### src/rtl/mem_stage_access.sv
`default_nettype none
// +----------------------------------------------------------------------------+
// | Module      : mem_stage_access                                             |
// | Description : MEM stage. Runs the data-memory req/ack handshake, stalls    |
// |               upstream while an access is outstanding, loads MEM/WB and    |
// |               resolves branch PCSrc. Optional: MEM_ALIGN_CHECK_EN.         |
// | Revision    : 1.0 - initial release                                        |
// +----------------------------------------------------------------------------+
module mem_stage_access #(
  parameter int DATA_W         = 32,
  parameter int TIMEOUT_CYCLES = 255
) (
  input  logic              clk,
  input  logic              rst,
  input  logic [1:0]        WB,
  input  logic [2:0]        M,
  input  logic [7:0]        ALU_status,
  input  logic [DATA_W-1:0] ALU_result,
  input  logic [DATA_W-1:0] write_data,
  input  logic [4:0]        RegDst_address,
  output logic              mem_req,
  output logic              mem_we,
  output logic [DATA_W-1:0] mem_addr,
  output logic [DATA_W-1:0] mem_wdata,
  input  logic              mem_ack,
  input  logic [DATA_W-1:0] mem_rdata,
  output logic              stall,
  output logic              pc_src,
  output logic [1:0]        _WB,
  output logic [DATA_W-1:0] _read_data,
  output logic [DATA_W-1:0] _ALU_result,
  output logic [4:0]        _RegDst_address,
  output logic              bus_error,
  output logic              misalign_err
);

  localparam int c_CNT_W = $clog2(TIMEOUT_CYCLES);
  localparam logic [c_CNT_W-1:0] c_CNT_LAST = c_CNT_W'(TIMEOUT_CYCLES - 1);

  typedef enum logic [0:0] {
    S_IDLE = 1'b0,
    S_BUSY = 1'b1
  } state_t;

  state_t              r_state;
  state_t              w_state_nxt;
  logic [c_CNT_W-1:0]  r_cnt;
  logic                r_mem_req;
  logic                r_mem_we;
  logic [DATA_W-1:0]   r_mem_addr;
  logic [DATA_W-1:0]   r_mem_wdata;
  logic [1:0]          r_wb;
  logic [DATA_W-1:0]   r_read_data;
  logic [DATA_W-1:0]   r_alu_result;
  logic [4:0]          r_regdst;
  logic                r_bus_error;

  logic w_access;
  logic w_misalign;
  logic w_start;
  logic w_timeout;
  logic w_unused;

  assign w_access = M[1] | M[0];

`ifdef MEM_ALIGN_CHECK_EN
  logic r_misalign_err;
  assign w_misalign = w_access & (ALU_result[1:0] != 2'b00);

  always_ff @(posedge clk or posedge rst) begin
    if (rst) r_misalign_err <= 1'b0;
    else     r_misalign_err <= (r_state == S_IDLE) & w_misalign;
  end

  assign misalign_err = r_misalign_err;
`else
  assign w_misalign   = 1'b0;
  assign misalign_err = 1'b0;
`endif

  assign w_start   = (r_state == S_IDLE) & w_access & ~w_misalign;
  assign w_timeout = (r_state == S_BUSY) & ~mem_ack & (r_cnt == c_CNT_LAST);

  // Held low during reset so an access pending on the inputs cannot freeze the pipe.
  assign stall  = ~rst & (w_start | ((r_state == S_BUSY) & ~mem_ack & ~w_timeout));
  assign pc_src = M[2] & ALU_status[0];

  assign w_unused = ^ALU_status[7:1];

  always_comb begin
    w_state_nxt = r_state;
    case (r_state)
      S_IDLE:  if (w_start) w_state_nxt = S_BUSY;
      S_BUSY:  if (mem_ack || w_timeout) w_state_nxt = S_IDLE;
      default: w_state_nxt = S_IDLE;
    endcase
  end

  always_ff @(posedge clk or posedge rst) begin
    if (rst) begin
      r_state      <= S_IDLE;
      r_cnt        <= '0;
      r_mem_req    <= 1'b0;
      r_mem_we     <= 1'b0;
      r_mem_addr   <= '0;
      r_mem_wdata  <= '0;
      r_wb         <= 2'b00;
      r_read_data  <= '0;
      r_alu_result <= '0;
      r_regdst     <= 5'd0;
      r_bus_error  <= 1'b0;
    end else begin
      r_state     <= w_state_nxt;
      r_bus_error <= 1'b0;
      case (r_state)
        S_IDLE: begin
          if (w_start) begin
            r_mem_addr   <= ALU_result;
            r_mem_wdata  <= write_data;
            r_mem_we     <= M[0];
            r_mem_req    <= 1'b1;
            r_cnt        <= '0;
            r_wb         <= 2'b00;
            r_read_data  <= '0;
            r_alu_result <= '0;
            r_regdst     <= 5'd0;
          end else if (w_misalign) begin
            r_wb         <= 2'b00;
            r_read_data  <= '0;
            r_alu_result <= '0;
            r_regdst     <= 5'd0;
          end else begin
            r_wb         <= WB;
            r_read_data  <= '0;
            r_alu_result <= ALU_result;
            r_regdst     <= RegDst_address;
          end
        end
        S_BUSY: begin
          r_cnt <= r_cnt + 1'b1;
          if (mem_ack) begin
            r_mem_req    <= 1'b0;
            r_wb         <= WB;
            r_read_data  <= r_mem_we ? '0 : mem_rdata;
            r_alu_result <= ALU_result;
            r_regdst     <= RegDst_address;
          end else if (w_timeout) begin
            // Abandoned access: result written back as a bubble.
            r_mem_req    <= 1'b0;
            r_wb         <= 2'b00;
            r_read_data  <= '0;
            r_alu_result <= ALU_result;
            r_regdst     <= RegDst_address;
            r_bus_error  <= 1'b1;
          end
        end
        default: ;
      endcase
    end
  end

  assign mem_req         = r_mem_req;
  assign mem_we          = r_mem_we;
  assign mem_addr        = r_mem_addr;
  assign mem_wdata       = r_mem_wdata;
  assign _WB             = r_wb;
  assign _read_data      = r_read_data;
  assign _ALU_result     = r_alu_result;
  assign _RegDst_address = r_regdst;
  assign bus_error       = r_bus_error;

endmodule
`default_nettype wire

### config.mk
export PLATFORM = sky130hd
export DESIGN_NAME = mem_stage_access
export DESIGN_NICKNAME = d
export VERILOG_FILES = /design/src/rtl/mem_stage_access.sv
export SDC_FILE = /design/constraint.sdc
export NUM_CORES = 1
export LEC_CHECK = 0
export CORE_AREA = 2 2 140 142
export CTS_BUF_LIST = sky130_fd_sc_hd__clkbuf_2 sky130_fd_sc_hd__clkbuf_4 sky130_fd_sc_hd__clkbuf_8
export DETAILED_ROUTE_END_ITERATION = 8
export DIE_AREA = 0 0 142 144
export PLACE_DENSITY = 0.66
export RECOVER_POWER = 50
export SLEW_MARGIN = 20
export SYNTH_ARGS = -nofsm -noshare
export SYNTH_HDL_FRONTEND = slang
export SYNTH_SLANG_ARGS = --single-unit
### constraint.sdc
create_clock -name clk -period 13.15 [get_ports clk]
set_input_delay 2.63 -clock clk [delete_from_list [all_inputs] [get_ports clk]]
set_output_delay 2.63 -clock clk [all_outputs]
set_load 0.1 [all_outputs]
Yosys cells after proc, flatten, opt, wreduce, memory -nomap -nowiden
Cells that the tools add are included.
Word-level totals
  register bits: 147
  bits of input ports: 117
  output and inout bits: 141
  word-level logic and storage cells: 58
Operators by class
  add/subtract/negate cells: 1
  equality and inequality tests: 3
  multiplexer cells: 28
  bitwise operators: 12
  reductions and logical operators: 3
Operator list (number)
  two-way mux 32 bit: 6
  one-hot mux 32 bit (2 select lines): 2
  one-hot mux 8 bit (2 select lines): 1
  two-way mux 5 bit: 3
  one-hot mux 5 bit (2 select lines): 1
  adder 8 x 1 -> 8 bit (second input constant): 1
  == test 8 bit (second input constant): 1
  two-way mux 1 bit: 8
  two-way mux 8 bit: 1
  bitwise AND 1 bit: 6
  two-way mux 2 bit: 3
  inverter 1 bit: 4
  one-hot mux 1 bit (2 select lines): 2
  one-hot mux 2 bit (2 select lines): 1
  AND reduction 2 bit: 2
  != test 3 x 2 -> 1 bit (second input constant): 1
  != test 2 bit (second input constant): 1
  bitwise OR 1 bit: 2
  logical OR 1 bit: 1

Logic depth before layout (Yosys ltp)
Gate-level depths: netlist of the first run.
  word-level depth: 7
  depth in mapped cells: 7
  mapped depth without buffers: 5

Worst setup path after synthesis of the first run
OpenSTA, ideal clock, no wires.
  kind: input port to output port
  start: in mem_ack
  end: out stall
  arrival time: 4787 ps
  data required time: 10520 ps
  path slack: 5733 ps
  cell stages on the path: 5
  path buffers: 2
  cell sequence: nor2b_1 clkbuf_1 clkbuf_1 o21ai_0 a21oi_1
On the way
  longest elaborated chain between the ends: 7
RTL lines
  start, declared: RTL line 25  | input logic mem_ack,
  inverter 1 bit *: RTL line 82, 85
  bitwise AND 1 bit *: RTL line 82, 85
  bitwise AND 1 bit: RTL line 82  | assign w_timeout = (r_state == S_BUSY) & ~mem_ack & (r_cnt == c_CNT_LAST);
  inverter 1 bit: RTL line 85  | assign stall = ~rst & (w_start | ((r_state == S_BUSY) & ~mem_ack & ~w_timeout));
  bitwise AND 1 bit *: RTL line 85
  bitwise OR 1 bit *: RTL line 85
  bitwise AND 1 bit *: RTL line 85
  end, declared: RTL line 27  | output logic stall,
Every way passes the cells marked *; elsewhere a longest branch is shown, timed or not.

Worst setup path in the final report of the first run
Same ends and word-level chain as after synthesis.

==> impl_metrics.yaml, run 1 <==
global_route:
  grt_overflow: 0
  grt_usage_pct: 16.2
  grt_antenna_before_repair: 0
  grt_pass1_wl_um: 25900
  grt_pass1_vias: 4808
  grt_max_degree: 84
clock_network:
  root_buffer: "clkbuf_8"
  clock_path_buffers: 2
  clkSlewWorstSetupHoldPaths_ns: 0.08
  htreeDepth: 4
  clock_latency_ns: 0.43
  cts.sinks: 147
  cts_tree: "done"
  postCtsHoldBufs: 0
  numCtsBuffers: 17
  postCtsSetupRepairBufs: 0
  cts_resized: 0
power:
  p_per_area_nw_per_um2: 258
  ir_worst_vdd_v: 0.000183
  leakagePower_uw: 0.00369
synth:
  synth_compound_area_share_pct: 14.8
  synth_largest_area_cell: "dfrtp_1"
  yosysSeqAreaShare_pct: 63.7
  synthMuxAreaShare_pct: 12.7
  yosys_warnings: 0
  yosys.area_share.simple_pct: 4.81
  synthAdderAreaFrac_pct: 0.434
  ys_top_cells_by_area: "dfrtp_1, mux2_2, o211ai_1"
  syn_nets: 563
  synth.top_cell.area_share_pct: 63.7
  synth_top_family_by_area: "compound AO/OA/AOI/OAI gates"
  synthDistinctLibCells: 32
  synth-seq-cells: 147
  syn_avg_cell_area_um2: 13.0
  synth.most_common_cell: "dfrtp_1"
  synthCells: 444
  synth_area_um2: 5770
  netlist_top_cells_count: "dfrtp_1, mux2_2, nand2_1"
  synthXorXnorAreaFrac_pct: 0.304
  synth_edf_count: 0
  synth_flop_cell: "dfrtp_1"
  ys_async_sr_fraction_pct: 100
setup_path:
  required_ns: 10.52
  critPathKind: "input pin to output pin"
  cp_max_fo: 41
  start_kind: "input pin"
  endpoint_kind: "output pin"
  worstPathArrival_ns: 7.51
timing:
  tns_ns: 0
  timing_hold_violations_final: 0
  tightest_slew_ns: 3.64
  skew_ns: 0.00983
  post-route-period-util_pct: 77.1
  timing.hold.ws_ns: 0.503
  setup_viol_count_final: 0
  layout_min_cycle_time_ns: 10.14
  max_freq_mhz: 98.6
  slew_viol_final: 232
  slew_headroom_pct: -144
  rsz0062_at_grt: "false"
finish:
  final_area_um2: 8820
  syn_to_final_growth_pct: 52.8
  diodes: 0
  fillers: 1731
  final_nets: 799
  layout-drive-gt1-share_pct: 15.2
floorplan:
  initial_core_util_pct: 30.2
  core_um2: 19100
  chipWidth_um: 142
  rows: 51
  die_y_um: 144
  die_area_um2: 20400
  io_pins: 258
run:
  cap_violations: 4
drt:
  drt_iter0_markers: 209
  dr.pass1.iters: 4
  drc_errors: 0
  routed.top_layer: "met4"
  drtAntennaViolNets: 0
  detail_route.vias_per_cell: 4.86
  met3_length_um: 1090
  wl_per_cell_um: 17.5
  met2WireLength_um: 8270
  via_count: 4529
  m1WireLength_um: 6700
  wirelength_um: 16300
place:
  place.gp.congestion: 0.788
  placed_cell_area_um2: 8460
  dp_hpwl_um: 11300
  io_buffers: 249
outcome:
  status: "finished with violations"
  violations: "max-capacitance violations, max-slew violations"
min_path:
  hp-class: "flip-flop to flip-flop"
[per-stage QoR]
| step | util (%) | std cells | worst slack, ns | power [uW] |
|---|---|---|---|---|
| 3_5_place_dp | 44.3 | 899 | 4.86 | 1960 |
| 3_3_place_gp | 44.3 | 899 | 4.94 | 1940 |
| 4_1_cts | 46.4 | 931 | 4.85 | 2310 |
| 5_1_grt | 46.2 | 931 | 2.57 | 2370 |
| 2_1_floorplan | - | 444 | 5.73 | 1630 |
| 6_report | 46.2 | 931 | 3.01 | 2280 |
[worst max-delay path, cell delays in order]
cell and delay (ns):
dlygate4sd3_1 0.59, nor2b_1 2.17, o21ai_0 0.62, a21oi_1 0.31
clkdlybuf4s50_1 1.18
[final timing paths]
kind / start / end / slack, ns / cells past startpoint
max reg2reg: r_state$_DFF_PP0_ / _ALU_result[16]$_DFFE_PP0P_ / 8.56 / 4
max in group asynchronous: rst / _read_data[12]$_DFFE_PP0P_ / 5.04 / 3
min in group asynchronous: rst / _ALU_result[29]$_DFFE_PP0P_ / 3.75 / 2
min reg2reg: mem_wdata[15]$_DFFE_PP0P_ / mem_wdata[15]$_DFFE_PP0P_ / 0.50 / 1
max: mem_ack / stall / 3.01 / 5
min: mem_wdata[15]$_DFFE_PP0P_ / mem_wdata[15]$_DFFE_PP0P_ / 0.50 / 1
[cells by family (layout without fill, tap and decap cells)]
kind of cell,count (synthesis),in the layout
AO/OA/AOI/OAI,122,122
XOR/XNOR,2,2
adder cells (fa/ha/maj),2,2
buffers and inverters,40,289
flip-flops,147,147
multiplexers,65,65
other,1,1
AND/OR/NAND/NOR,65,65
[cell type report]
class	instances	area [um^2]	share of cell area, %
Multi-Input combinational cell	257	1920	21.7
Sequential cell	147	3680	41.7
Timing Repair Buffer	254	2530	28.6
Clock inverter	13	134	1.52
Clock buffer	19	255	2.89
Tap cell	238	298	3.38
Inverter	3	12.5	0.142
[power by group]
group / internal (uW) / total (uW) / switching (uW)
Combinational: 298 / 1300 / 997
Sequential: 567 / 636 / 68.5
Clock: 175 / 346 / 171
Total: 1040 / 2280 / 1240
[registers in the layout, summed over array words and instances, names as in the netlist]
name / cells
mem_req: 1
_read_data: 32
r_state: 1
mem_wdata: 32
r_cnt: 8
_WB: 2
mem_addr: 32
_ALU_result: 32
mem_we: 1
_RegDst_address: 5
bus_error: 1
[per-layer routing]
| layer | vias up | track usage [%] |
|---|---|---|
| li1 | 2077 | - |
| met5 | - | 0 |
| met4 | 0 | 4.74 |
| met2 | 175 | 27.9 |
| met3 | 15 | 4.83 |
| met1 | 2262 | 19.7 |
[cell usage in the layout, fill, tap and decap left out, drive strengths merged]
cell | Yosys | routed
xnor2 | 1 | 1
xor2 | 1 | 1
o21ai | 42 | 42
nor2 | 7 | 7
a211oi | 1 | 1
o31ai | 2 | 2
a21oi | 1 | 1
clkinv | 0 | 7
nor3 | 1 | 1
clkinvlp | 0 | 4
dfrtp | 147 | 147
conb | 1 | 1
nand2 | 43 | 43
dlygate4sd3 | 0 | 32
o211ai | 39 | 39
o21bai | 1 | 1
clkdlybuf4s50 | 0 | 217
mux2 | 65 | 65
buf | 18 | 4
o311ai | 2 | 2
o21a | 1 | 1
a22o | 32 | 32
and2 | 1 | 1
inv | 3 | 3
bufinv | 0 | 2
clkbuf | 19 | 20
nand2b | 2 | 2
nor2b | 1 | 1
ha | 2 | 2
o41ai | 1 | 1
nand4 | 3 | 3
nand3 | 7 | 7
Note: power is estimated with default switching activity, not from simulation.
==> run 2: changes to the inputs <==
--- a/config.mk
+++ b/config.mk
@@ -9,7 +9,7 @@
 export CTS_BUF_LIST = sky130_fd_sc_hd__clkbuf_2 sky130_fd_sc_hd__clkbuf_4 sky130_fd_sc_hd__clkbuf_8
 export DETAILED_ROUTE_END_ITERATION = 8
 export DIE_AREA = 0 0 142 144
-export PLACE_DENSITY = 0.66
+export PLACE_DENSITY = 0.68
 export RECOVER_POWER = 50
 export SLEW_MARGIN = 20
 export SYNTH_ARGS = -nofsm -noshare
==> constraint.sdc (replaced) <==
create_clock -name clk -period 9.25 [get_ports clk]
set_input_delay 1.85 -clock clk [delete_from_list [all_inputs] [get_ports clk]]
set_output_delay 1.85 -clock clk [all_outputs]
set_load 0.1 [all_outputs]
==> run 2 against run 1 <==
The flow still finishes with violations (max-capacitance violations, max-slew violations). Hold slack better by 0.0061 ns. Die area unchanged. Worst setup slack got worse by 0.69 ns. Design area grew 0.45%. Flip-flop and latch count stayed put. Sequential power grew 42%. First-iteration DRC count fell by 24%. Non-clock buffer count rose by 1. Critical endpoint is now r_cnt[7]$_DFFE_PP0P_. Largest power group unchanged.
==> impl_metrics.yaml, run 2 (synthesized netlist as in run 1, its figures left out) <==
place:
  dp_hpwl_um: 10900
  place.gp.congestion: 0.758
  io_buffers: 249
  placed_cell_area_um2: 8470
  dpl.cell_count: 900
global_route:
  grt_pass1_wl_um: 24600
  grt_antenna_before_repair: 0
  grt_max_degree: 94
  grt.met1_usage_pct: 18.4
  grt_overflow: 0
  grt_util_met2_pct: 26.8
  busiest_layer: "met2"
  met3_usage_pct: 4.77
  grt_pass1_vias: 4764
  grt_usage_pct: 15.6
finish:
  stdcell_count: 932
  syn_to_final_growth_pct: 53.5
  diodes: 0
  final_area_um2: 8860
  final_cell_mix: "clkdlybuf4s50_1, dfrtp_1, mux2_2"
  final_common_cell: "clkdlybuf4s50_1"
  layout-drive-gt1-share_pct: 15.4
  final_nets: 800
setup_path:
  required_ns: 9.56
  start_kind: "input pin"
  reg2reg_depth: 5
  worstPathArrival_ns: 7.24
  endpoint_kind: "flip-flop"
  rrSetupSlack_ns: 3.70
  r2r_start: "r_state$_DFF_PP0_"
  cp_max_fo: 61
  r2r-end: "r_cnt[7]$_DFFE_PP0P_"
  critPathKind: "input pin to flip-flop"
power:
  ir_worst_vdd_v: 0.000182
  p_per_area_nw_per_um2: 369
  fin_total_pwr_uw: 3260
  leakagePower_uw: 0.00368
drt:
  dr.pass1.iters: 4
  detail_route.vias_per_cell: 4.86
  wirelength_um: 16200
  drtAntennaViolNets: 0
  drc_errors: 0
  via_count: 4530
  drt_iter0_markers: 158
  wl_per_cell_um: 17.3
timing:
  slew_headroom_pct: -178
  tns_ns: 0
  timing.hold.ws_ns: 0.509
  slew_viol_final: 208
  max_freq_mhz: 144
  post-route-period-util_pct: 74.9
  layout_min_cycle_time_ns: 6.93
  skew_ns: 0.0116
  tightest_slew_ns: 4.14
  rsz0062_at_grt: "false"
  timing_hold_violations_final: 0
  setup_viol_count_final: 0
run:
  cap_violations: 3
clock_network:
  htreeDepth: 4
  postCtsSetupRepairBufs: 0
  clock_latency_ns: 0.43
  postCtsHoldBufs: 0
  cts_tree: "done"
  clock_path_buffers: 2
  root_buffer: "clkbuf_8"
  numCtsBuffers: 17
  clkSlewWorstSetupHoldPaths_ns: 0.08
  cts.sinks: 147
  cts_resized: 0
floorplan:
  io_pins: 258
  initial_core_util_pct: 30.2
  die_y_um: 144
  chipWidth_um: 142
  core_um2: 19100
  rows: 51
  die_area_um2: 20400
min_path:
  min_from: "mem_wdata[22]$_DFFE_PP0P_"
  hp-class: "flip-flop to flip-flop"
  holdPathStages: 1
  hold_end: "mem_wdata[22]$_DFFE_PP0P_"
outcome:
  violations: "max-capacitance violations, max-slew violations"
  status: "finished with violations"
[run 2: cell types whose count changed in the layout (fill, tap and decap cells not counted), sizes merged]
cell / previous run / this run
clkbuf: 20 / 23
clkinv: 7 / 3
dlygate4sd3: 32 / 25
clkinvlp: 4 / 6
clkdlybuf4s50: 217 / 224
[run 2: how the worst max path moves through the flow]
stage | from | end | slack, ns | cells past startpoint
finish | M[0] | r_cnt[7]$_DFFE_PP0P_ | 2.32 | 6
global route | M[0] | mem_req$_DFFE_PP0P_ | 1.65 | 5
CTS | mem_ack | stall | 2.51 | 5
detailed placement | mem_ack | stall | 2.53 | 5
global placement | mem_ack | stall | 2.58 | 5
floorplan | mem_ack | stall | 3.39 | 5
[run 2: cell type report]
cell class                 count  area (um^2)
tap                          238          298
clock buffer                  21          277
sequential                   147         3680
timing repair buffer         255         2530
clock inverter                11          129
fill                        1695        10200
inverter                       3         12.5
multi-input combinational    257         1940
[run 2: metrics by stage]
step	setup slack (ns)	util, %
final	2.32	46.4
after global routing	1.65	46.4
after CTS	2.51	46.5
after detailed placement	2.53	44.4
after global placement	2.58	44.4
after floorplan	3.39	-
[run 2: where the power goes]
group          switching [uW]  leakage [uW]  internal, uW
clock network             247      0.000191           261
registers                99.3       0.00183           806
logic                    1420       0.00166           434
[run 2: worst max-delay path, cell delays in order]
cell and delay, ns:
dlygate4sd3_1 0.61, o21bai_4 0.16, clkbuf_1 1.79, clkbuf_1 2.17, o311ai_0 0.46, o41ai_1 0.18
[run 2: layer usage]
metal | wire length, um | share of wire [%] | up-vias
met5 | 0 | 0 | -
met4 | 365 | 2.3 | 0
met3 | 943 | 5.8 | 24
met2 | 8200 | 51 | 167
met1 | 6650 | 41 | 2258
li1 | - | - | 2081
==> run 3: changes to the inputs <==
--- a/config.mk
+++ b/config.mk
@@ -9,7 +9,7 @@
 export CTS_BUF_LIST = sky130_fd_sc_hd__clkbuf_2 sky130_fd_sc_hd__clkbuf_4 sky130_fd_sc_hd__clkbuf_8
 export DETAILED_ROUTE_END_ITERATION = 8
 export DIE_AREA = 0 0 142 144
-export PLACE_DENSITY = 0.68
+export PLACE_DENSITY = 0.66
 export RECOVER_POWER = 50
 export SLEW_MARGIN = 20
 export SYNTH_ARGS = -nofsm -noshare
==> constraint.sdc (replaced) <==
create_clock -name clk -period 6.9 [get_ports clk]
set_input_delay 1.38 -clock clk [delete_from_list [all_inputs] [get_ports clk]]
set_output_delay 1.38 -clock clk [all_outputs]
set_load 0.1 [all_outputs]
==> run 3 against run 2 <==
The flow still finishes with violations (max-capacitance violations, max-slew violations). Power up 35%. Highest routed layer unchanged. Sequential share of layout area is 0.082 points lower. Critical path type is now flip-flop to output pin. Final cell count rose by 0.11%. Global-route usage rose by 0.58 points. Worst setup slack lost 1.0 ns. Clock power up 40%.
==> impl_metrics.yaml, run 3 (synthesized netlist as in run 1, its figures left out) <==
timing:
  timing.hold.ws_ns: 0.484
  setup_viol_count_final: 0
  slew_viol_final: 236
  post-route-period-util_pct: 81.6
  tns_ns: 0
  slew_headroom_pct: -137
  timing_hold_violations_final: 0
  tightest_slew_ns: 3.54
  skew_ns: 0.0105
  layout_min_cycle_time_ns: 5.63
  finalWorstSetupSlack_ns: 1.27
  rsz0062_at_grt: "false"
  max_freq_mhz: 178
outcome:
  status: "finished with violations"
  violations: "max-capacitance violations, max-slew violations"
clock_network:
  clkSlewWorstSetupHoldPaths_ns: 0.08
  cts_tree: "done"
  cts_resized: 0
  htreeDepth: 4
  cts.sinks: 147
  postCtsSetupRepairBufs: 0
  clock_path_buffers: 2
  clock_latency_ns: 0.44
  root_buffer: "clkbuf_8"
  numCtsBuffers: 17
  postCtsHoldBufs: 0
setup_path:
  critPathKind: "flip-flop to output pin"
  worstPathArrival_ns: 4.25
  crit_chain: "inv_1, ha_1, nand3_1, o21ai_0, a21oi_1, clkdlybuf4s50_1"
  reg2reg_depth: 4
  required_ns: 5.52
  cp_num_buf_inv: 2
  critical-path-max-stage-delay_ns: 1.20
  cpMaxStageDelayCell: "nand3_1"
  start_kind: "flip-flop"
  cp_max_fo: 41
  endpoint_kind: "output pin"
  crit_family: "simple AND/OR/NAND/NOR gates"
  path_depth: 6
floorplan:
  chipWidth_um: 142
  die_area_um2: 20400
  io_pins: 258
  rows: 51
  die_y_um: 144
  initial_core_util_pct: 30.2
  core_um2: 19100
drt:
  drtAntennaViolNets: 0
  wirelength_um: 16500
  drt_iter0_markers: 217
  detail_route.vias_per_cell: 4.83
  m1WireLength_um: 6980
  via_count: 4503
  routed.top_layer: "met4"
  drc_errors: 0
  dr.pass1.iters: 4
  wl_per_cell_um: 17.7
  met3_length_um: 1030
  met2WireLength_um: 8220
global_route:
  grt_max_degree: 80
  grt_overflow: 0
  grt_pass1_vias: 4755
  grt_usage_pct: 16.2
  grt_antenna_before_repair: 0
  grt_pass1_wl_um: 25800
finish:
  final_common_cell: "clkdlybuf4s50_1"
  final_area_um2: 8880
  diodes: 0
  syn_to_final_growth_pct: 53.8
  fillers: 1724
  multi_input_area_um2: 1930
  layout-drive-gt1-share_pct: 15.7
  final_nets: 801
  seq_area_um2: 3680
  final_cell_mix: "clkdlybuf4s50_1, dfrtp_1, mux2_2"
  stdcell_count: 933
place:
  placed_cell_area_um2: 8470
  dpl.cell_count: 901
  io_buffers: 249
  place.gp.congestion: 0.762
  place_ws_ns: 2.05
  dp_hpwl_um: 11200
min_path:
  holdPathStages: 1
  hp-class: "flip-flop to flip-flop"
run:
  cap_violations: 4
power:
  p_per_area_nw_per_um2: 496
  leakagePower_uw: 0.00370
  ir_worst_vdd_v: 0.000274
[run 3: power breakdown]
group | leakage, uW | switching, uW | internal [uW] | total (uW)
Combinational | 0.00167 | 1900 | 577 | 2480
Sequential | 0.00183 | 130 | 1080 | 1210
Clock | 0.000202 | 333 | 376 | 710
[run 3: worst reg2reg max path: stages (launching register included)]
cell and delay (ns):
dfrtp_1 0.60, o21bai_4 0.21, clkbuf_1 1.69, clkbuf_2 1.41, mux2_2 0.47
[run 3: path summary, 6_finish.rpt]
| path | start | end | slack (ns) |
|---|---|---|---|
| worst max-delay path | r_cnt[0]$_DFFE_PP0P_ | stall | 1.27 |
| worst min-delay path | r_cnt[7]$_DFFE_PP0P_ | r_cnt[7]$_DFFE_PP0P_ | 0.48 |
| worst max register to register | r_state$_DFF_PP0_ | mem_addr[20]$_DFFE_PP0P_ | 2.41 |
| worst min register to register | r_cnt[7]$_DFFE_PP0P_ | r_cnt[7]$_DFFE_PP0P_ | 0.48 |
| max in group asynchronous | rst | mem_we$_DFFE_PP0P_ | 2.33 |
| min in group asynchronous | rst | _WB[1]$_DFFE_PP0P_ | 2.44 |
[run 3: area by class of cell]
| cell class | count | share of cell area [%] |
|---|---|---|
| Clock buffer | 20 | 2.96 |
| Multi-Input combinational cell | 257 | 21.7 |
| Timing Repair Buffer | 256 | 28.6 |
| Tap cell | 238 | 3.35 |
| Clock inverter | 12 | 1.76 |
| Inverter | 3 | 0.141 |
| Sequential cell | 147 | 41.4 |
[run 3: routing by layer]
metal  up-vias  GRT usage (%)
li1       2082              -
met1      2236           20.4
met2       165           27.0
met3        20           4.60
met4         0           5.53
met5         -              0
[run 3: per-stage QoR]
stage,utilization [%],total power (uW)
floorplan,-,3100
global placement,44.4,3700
detailed placement,44.4,3730
CTS,46.6,4460
global route,46.5,4570
finish,46.5,4400
==> RTL edit: new RTL, flow settings as in run 3 <==
Set the parameter `TIMEOUT_CYCLES` to 510 (it was 255).
--- a/src/rtl/mem_stage_access.sv
+++ b/src/rtl/mem_stage_access.sv
@@ -9,5 +9,5 @@
 module mem_stage_access #(
   parameter int DATA_W         = 32,
-  parameter int TIMEOUT_CYCLES = 255
+  parameter int TIMEOUT_CYCLES = 510
 ) (
   input  logic              clk,
Function: no difference found for any inputs over 4 cycles, from zero or initial values and one cycle with rst high; that may be too few to reach the edited logic, so the function may still have changed.
==> RTL edit against run 3 <==
  * Maximum frequency rose by 11%
  * Cell area rose by 0.79%
  * Worst setup slack improved by 570 ps
  * Synthesized cell count rose by 1.1%
  * Register-to-register slack improved by 390 ps
  * Wire length fell by 5.1%
  * Clock skew rose by 0.59 ps
  * Sequential power barely moved
  * Critical endpoint is now mem_addr[29]$_DFFE_PP0P_
  * Total power rose by 0.45%
  * The flow still finishes with violations (capacitance limit, slew limit)
  * Sequential cell count rose by 1
  * Largest power group unchanged
  * Area after synthesis rose by 1.1%
  * Hold slack improved by 17 ps
==> RTL edit: results <==
set metrics [dict create \
    crit_slowest_cell "clkbuf_1" \
    critPathArrivalTime_ps 5380 \
    synth_fp_nets 568 \
    min_path_type "flip-flop to flip-flop" \
    htreeDepth 4 \
    post_cts_buffers 0 \
    critPathMaxFanout 56 \
    antenna_found_initial 0 \
    gr-usage-all-layers_pct 15.4 \
    initialDrtViolationCount 147 \
    synth_area_leaders "dfrtp_1 (63%), mux2_2 (13%), o211ai_1 (5.1%)" \
    synth.distinct_cells 31 \
    p_leak_nw 3.74 \
    synth_commonest_cells "dfrtp_1 (148), mux2_2 (66), nand2_1 (45)" \
    root_buffer "clkbuf_8" \
    n_fill_cell 1692 \
    failed_checks "capacitance limit, slew limit" \
    grt_start_max_net_pins 93 \
    numPortBuffers 249 \
    slew_violations 191 \
    layout-drive-gt1-share_pct 15.3 \
    max_stage_delay_ps 1880 \
    fin_nets 806 \
    gp_congestion 0.736 \
    vias 4553 \
    status "complete, but fails checks" \
    routed_wl_um 15700 \
    num_antenna_cells 0 \
    ys.warnings.count 0 \
    grt_pass1_wl_um 24600 \
    dp_hpwl_um 10800 \
    clockBufferDepth 2 \
    drv_cap 3 \
    clk_latency_ps 430 \
    ys_seq_area_share_pct 63.5 \
    ir_drop_v 0.000270 \
    clkTransAtPathRegs_ps 80 \
    worst_pin_slew_ps 4010 \
    synth-async-reset-ratio_pct 100 \
    cts-buffers-inserted 17 \
    cts_resized 0 \
    grt_pass1_vias 4693 \
    skew_ps 11.1 \
]
-- RTL edit: metrics by stage --
| stage | hold WS [ps] | setup WS (ps) | cells | area (um2) |
|---|---|---|---|---|
| floorplan | 450 | 1540 | 449 | 5830 |
| global placement | 470 | 2080 | 906 | 8530 |
| detailed placement | 489 | 2070 | 906 | 8530 |
| CTS | 498 | 2060 | 937 | 8960 |
| global route | 512 | 1540 | 937 | 8950 |
| finish | 501 | 1840 | 937 | 8950 |
-- RTL edit: logic make-up (layout without fill, tap and decap cells) --
kind of cell | Yosys count | in the layout | synth area share, %
flops | 148 | 148 | 63.5
other cells | 1 | 1 | 0.0643
fa+ha+maj | 2 | 2 | 0.429
buf+inv | 40 | 290 | 3.13
xor+xnor | 1 | 1 | 0.150
compound gates | 125 | 125 | 14.8
mux | 67 | 67 | 12.9
simple gates | 65 | 65 | 4.98
-- RTL edit: metal layers --
| metal | part of all wire (%) | up-vias | GRT usage [%] | wire length, um |
|---|---|---|---|---|
| met1 | 43 | 2262 | 19.5 | 6760 |
| li1 | - | 2110 | - | - |
| met4 | 1.2 | 0 | 4.84 | 184 |
| met2 | 49 | 171 | 25.1 | 7650 |
| met3 | 6.8 | 10 | 4.90 | 1060 |
| met5 | 0 | - | 0 | 0 |
-- RTL edit: where the power goes --
part / total [mW] / switching, mW / internal [mW]
sequential: 1.21 / 0.127 / 1.09
clock: 0.735 / 0.332 / 0.402
combinational: 2.47 / 1.90 / 0.576
total: 4.42 / 2.36 / 2.06
-- RTL edit: final cells by class --
type                            instances  share of cell area, %
Clock buffer                           18                   2.77
Clock inverter                         13                   2.01
Inverter                                3                  0.140
Multi-Input combinational cell        261                   22.0
Sequential cell                       148                   41.4
Tap cell                              238                   3.33
Timing Repair Buffer                  256                   28.4
-- RTL edit: worst paths after layout --
check / startpoint / end / slack, ps / cells after the start
max in group asynchronous: rst / _read_data[29]$_DFFE_PP0P_ / 2260 / 3
setup reg to reg: r_state$_DFF_PP0_ / mem_addr[29]$_DFFE_PP0P_ / 2800 / 4
min in group asynchronous: rst / mem_addr[27]$_DFFE_PP0P_ / 2640 / 2
hold reg to reg: mem_wdata[22]$_DFFE_PP0P_ / mem_wdata[22]$_DFFE_PP0P_ / 500 / 1
setup / recovery: M[0] / mem_addr[29]$_DFFE_PP0P_ / 1840 / 5
hold / removal: mem_wdata[22]$_DFFE_PP0P_ / mem_wdata[22]$_DFFE_PP0P_ / 500 / 1
-- RTL edit: critical path, delay by kind of cell --
kind / cells / cell delay [ps]
buf+inv: 3 / 3330
mux: 1 / 410
compound gates: 1 / 170
